===== config.mk =====
export PLATFORM = sky130hd
export DESIGN_NAME = gb_interrupt_ctrl
export DESIGN_NICKNAME = d
export VERILOG_FILES = /design/src/rtl/gb_interrupt_ctrl.sv
export SDC_FILE = /design/constraint.sdc
export NUM_CORES = 1
export LEC_CHECK = 0
export BUFFER_PORTS_ARGS = -buffer_cell sky130_fd_sc_hd__buf_2
export CORE_MARGIN = 4
export CORE_UTILIZATION = 43
export DETAILED_ROUTE_END_ITERATION = 7
export PLACE_DENSITY_LB_ADDON = 0.2
export SETUP_SLACK_MARGIN = 0.4
export SLEW_MARGIN = 20
export SYNTH_ARGS = -nofsm -noshare
export SYNTH_HDL_FRONTEND = slang
export SYNTH_SLANG_ARGS = --single-unit

===== constraint.sdc =====
create_clock -name I_CLK33 -period 1.31 [get_ports I_CLK33]
set_input_delay 0.262 -clock I_CLK33 [delete_from_list [all_inputs] [get_ports I_CLK33]]
set_output_delay 0.262 -clock I_CLK33 [all_outputs]
set_load 0.1 [all_outputs]

===== src/rtl/gb_interrupt_ctrl.sv =====
// gb_interrupt_ctrl: Game Boy IF/IE interrupt controller with CPU vector handshake
// and per-source acknowledge pulses.
module gb_interrupt_ctrl #(
   parameter int          NUM_SRC  = 5,
   parameter logic [15:0] IF_ADDR  = 16'hFF0F,
   parameter logic [15:0] IE_ADDR  = 16'hFFFF,
   parameter logic [15:0] VEC_BASE = 16'h0040
) (
   input  logic               I_CLK33,
   input  logic               I_RESET_L,
   input  logic [NUM_SRC-1:0] I_INT_REQ,
   output logic [NUM_SRC-1:0] O_INT_ACK,
   input  logic               I_MEM_ENABLE,
   input  logic [15:0]        I_ADDR,
   input  logic [7:0]         I_DATA,
   input  logic               I_WE_L,
   input  logic               I_RE_L,
   output logic [7:0]         O_DATA,
   output logic               O_IRQ,
   output logic [15:0]        O_VECTOR,
   input  logic               I_IRQ_ACK
);
   localparam int IW = (NUM_SRC > 1) ? $clog2(NUM_SRC) : 1;
   typedef enum logic [1:0] {IDLE, PENDING, SERVICE} state_t;
   state_t             state_q, state_d;
   logic [NUM_SRC-1:0] if_q, if_d, req_prev_q, ack_q, ack_d, rise, pend;
   logic [7:0]         ie_q, ie_d, data_q, data_d;
   logic               irq_q, irq_d, wr, rd;
   logic [15:0]        vector_q, vector_d, sel_vec;
   logic [IW-1:0]      sel, svc_idx;
   assign rise    = I_INT_REQ & ~req_prev_q;
   assign pend    = if_q & ie_q[NUM_SRC-1:0];
   assign wr      = I_MEM_ENABLE & ~I_WE_L;
   assign rd      = I_MEM_ENABLE & ~I_RE_L;
   assign sel_vec = VEC_BASE + 16'({sel, 3'b000});
   assign svc_idx = IW'((vector_q - VEC_BASE) >> 3);
   always_comb begin
      sel = '0;
      for (int i = NUM_SRC - 1; i >= 0; i--) if (pend[i]) sel = IW'(i);
   end
   // ack_q is non-zero only during SERVICE, so it doubles as the IF clear mask
   always_comb begin
      if_d   = rise | (~ack_q & ((wr && I_ADDR == IF_ADDR) ? I_DATA[NUM_SRC-1:0] : if_q));
      ie_d   = (wr && I_ADDR == IE_ADDR) ? I_DATA : ie_q;
      data_d = !rd ? 8'h00 :
               (I_ADDR == IF_ADDR) ? {{(8-NUM_SRC){1'b1}}, if_q} :
               (I_ADDR == IE_ADDR) ? ie_q : 8'h00;
   end
   always_comb begin
      state_d  = state_q;
      irq_d    = irq_q;
      vector_d = vector_q;
      ack_d    = '0;
      case (state_q)
         IDLE: if (pend != '0) begin
            state_d  = PENDING;
            irq_d    = 1'b1;
            vector_d = sel_vec;
         end
         PENDING: if (pend == '0) begin
            state_d = IDLE;
            irq_d   = 1'b0;
         end else if (I_IRQ_ACK) begin
            state_d = SERVICE;
            irq_d   = 1'b0;
            ack_d   = NUM_SRC'(1) << svc_idx;
         end else begin
            vector_d = sel_vec;
         end
         default: state_d = IDLE;
      endcase
   end
   always_ff @(posedge I_CLK33 or negedge I_RESET_L) begin
      if (!I_RESET_L) begin
         state_q    <= IDLE;
         if_q       <= '0;
         ie_q       <= '0;
         req_prev_q <= '0;
         ack_q      <= '0;
         irq_q      <= 1'b0;
         vector_q   <= '0;
         data_q     <= '0;
      end else begin
         state_q    <= state_d;
         if_q       <= if_d;
         ie_q       <= ie_d;
         req_prev_q <= I_INT_REQ;
         ack_q      <= ack_d;
         irq_q      <= irq_d;
         vector_q   <= vector_d;
         data_q     <= data_d;
      end
   end
   assign O_INT_ACK = ack_q;
   assign O_IRQ     = irq_q;
   assign O_VECTOR  = vector_q;
   assign O_DATA    = data_q;
endmodule


==> impl_metrics.csv <==
group,metric,value,unit
floorplanning,rows,22,
final_layout,stdcell_count,277,
routing,vias,1463,
routing,avgViaCountPerCell,5.28,
yosys,ys_seq_elements,38,
place,dp_cells,255,
floorplanning,core_area,3690,um^2
routing,avgRoutedWirePerCell,17.3,um
hold_path,hold_path_end,"req_prev_q[2]$_DFF_PN0_",
clocking,clkTransAtPathRegs,0.07,ns
yosys,ys_top_cells_by_count,"dfrtp_1 (38), buf_4 (13), inv_1 (12)",
setup_path,critPathLaunchType,"flop",
clocking,cts_tree,"done",
timing,max_freq,727,MHz
floorplanning,pin_count,65,
yosys,synth_top_area_share,57.5,%
timing,finalCritPeriodShare,105,%
floorplanning,die_y,70,um
final_layout,finalNetCount,263,
pwr,powerDensity,825,nW/um^2
routing,dr.pass1.iters,4,
final_layout,fin_area,2800,um^2
grt,grt_antenna_before_repair,0,
hold_path,min_from,"I_INT_REQ[2]",
timing,maxSlewViolCount,0,
grt,overflow,0,
final_layout,final_util,75.9,%
yosys,synthDistinctLibCells,33,
setup_path,ff2ff_path_depth,4,
yosys,netlist_instances,137,
place,dp_hpwl,3220,um
timing,fin_ws,-0.0650,ns
timing,skew,0.00927,ns
grt,grt_pass1_wl,7960,um
setup_path,rrSetupSlack,-0.07,ns
final_layout,drive_gt1_share,59.0,%
clocking,cts-root-buf,"clkbuf_8",
yosys,synth_edf_count,0,
run_status,outcome,"complete, but fails checks",
floorplanning,start_util,44.8,%
yosys,ys_async_sr_fraction,100,%
grt,grt_pass1_vias,1637,
routing,drtIter0Drc,99,
final_layout,multiInputGateArea,739,um^2
final_layout,area_growth,69.3,%
setup_path,timing.rr.end,"O_VECTOR[3]$_DFFE_PN0P_",
timing,finalSetupViolations,8,
place,gp_congestion,0.843,
setup_path,crit_arrival,1.55,ns
hold_path,hold_depth,1,
final_layout,antenna_cells,0,
grt,grt_usage,20.2,%
clocking,cts_htree_levels,2,
timing,final_hold_viol_count,0,
setup_path,cp_max_fo,3,
grt,grt_max_degree,39,
clocking,numCtsBuffers,5,
clocking,clockBufferDepth,2,
setup_path,worstReg2RegStart,"ie_q[3]$_DFFE_PN0P_",
yosys,syn_area,1650,um^2
pwr,power.leakage,1.37,nW
hold_path,hold_path.class,"in -> reg",
setup_path,endpoint_kind,"flop",
timing,rsz0062_at_grt,"yes",
pwr,worst_ir_drop_vdd,635,uV
timing,min_period,1.38,ns
clocking,clk_latency,0.28,ns
clocking,numClockSinks,38,
floorplanning,die-area,4900,um^2
routing,routed_wl,4790,um
yosys,synth_top_cells_by_area,"dfrtp_1 (58%), mux2_1 (6.1%), buf_4 (5.9%)",
yosys,ys.flop_type,"dfrtp_1",
timing,hold_ws,0.0936,ns
yosys,avgSynthCellArea,12.1,um^2
yosys,synth_area_leader_cell,"dfrtp_1",
yosys,synth_warnings,0,
setup_path,worstPathRequired,1.48,ns
final_layout,num-fill-cells,228,
place,portBuffers,52,
routing,ant_nets,0,
floorplanning,die_w,70,um
yosys,yosysMostFrequentCell,"dfrtp_1",
place,place_area,2430,um^2
run_status,failed_checks,"setup timing",
run,drv_cap,0,
final_layout,sequential_cell_area,992,um^2
setup_path,path_class,"reg -> reg",
place,dp_slack,-0.309,ns
routing,remaining_drc_errors,0,
yosys,synth-seq-area-share,57.5,%
==> where the power goes <==
group	internal [mW]	total, mW	switching [mW]
logic	0.0815	0.314	0.233
clock network	0.429	0.805	0.376
registers	1.18	1.19	0.00570
==> area by class of cell <==
cell class / instances / area share (%)
clock buffers: 8 / 3.22
repair buffers: 89 / 31.2
inverters: 12 / 1.61
well taps: 48 / 2.15
multi-input cells: 82 / 26.4
flip-flops and latches: 38 / 35.4
==> routing by layer <==
| layer | part of all wire [%] | up-vias | global-route usage, % |
|---|---|---|---|
| met3 | 5.2 | 12 | 4.03 |
| met2 | 56 | 51 | 38.0 |
| met1 | 36 | 735 | 22.7 |
| met5 | 0 | - | 0 |
| li1 | - | 665 | - |
| met4 | 2.2 | 0 | 5.96 |
==> cells in the final DEF, fill, tap and decap left out, types with 2 or more instances in the layout <==
cell / Yosys / layout
dfrtp_1: 38 / 25
buf_2: 1 / 28
a21o_1: 3 / 3
a22oi_2: 0 / 2
a31oi_1: 3 / 2
clkbuf_8: 0 / 6
conb_1: 1 / 12
o32a_1: 5 / 5
nor3_2: 1 / 2
inv_1: 12 / 12
nand2_1: 5 / 3
o311ai_1: 5 / 5
nor4_2: 0 / 2
a22o_1: 5 / 5
clkbuf_1: 2 / 2
o21ai_1: 1 / 2
buf_12: 0 / 19
dfrtp_2: 0 / 3
mux2_4: 0 / 9
nand4_1: 4 / 4
nand4b_1: 5 / 5
nor4b_2: 0 / 2
a21oi_2: 0 / 2
buf_6: 0 / 9
dfrtp_4: 0 / 10
buf_4: 13 / 32
==> critical path: stages (launching register included) <==
cell	delay (ns)
dfrtp_1	0.39
a22oi_2	0.30
nand3_1	0.12
and2_4	0.17
mux2_4	0.29
==> repair_timing <==
action                     CTS  global route
hold buffers                 1             0
gates resized for setup     27             7
setup endpoints to repair   51            51
pin swaps                   11             3
setup buffers               12             1
hold endpoints to repair    38             0
==> flip-flops by register name (all words and copies together) (netlist names) <==
register,cells
O_DATA,8
O_INT_ACK,5
req_prev_q,5
state_q,2
O_IRQ,1
O_VECTOR,4
ie_q,8
if_q,5
==> how the worst max path moves through the flow <==
stage,start,to,slack [ns],depth (start not counted)
2_1_floorplan,I_ADDR[4],O_DATA[0]$_DFF_PN0_,-0.10,5
3_3_place_gp,I_ADDR[4],O_DATA[3]$_DFF_PN0_,-0.26,6
3_5_place_dp,I_ADDR[4],O_DATA[1]$_DFF_PN0_,-0.31,6
4_1_cts,if_q[3]$_DFF_PN0_,O_VECTOR[3]$_DFFE_PN0P_,-0.06,4
5_1_grt,ie_q[3]$_DFFE_PN0P_,O_VECTOR[3]$_DFFE_PN0P_,-0.13,4
6_report,ie_q[3]$_DFFE_PN0P_,O_VECTOR[3]$_DFFE_PN0P_,-0.07,4
==> per-stage QoR <==
stage / power [mW] / setup TNS (ns)
floorplan: 1.42 / -0.796
global placement: 1.49 / -4.14
detailed placement: 1.50 / -5.55
CTS: 2.32 / -0.119
global route: 2.40 / -1.12
finish: 2.31 / -0.193
==> logic make-up (layout without fill, tap and decap cells) <==
logic type / after synthesis / in the layout / share of synthesized area (%)
buffers and inverters: 28 / 109 / 9.39
DFF: 38 / 38 / 57.5
muxes: 9 / 9 / 6.13
and+or+nand+nor: 31 / 31 / 12.6
other: 1 / 12 / 0.227
AOI/OAI and AO/OA: 30 / 30 / 14.1
(Power assumes the default switching activity.)
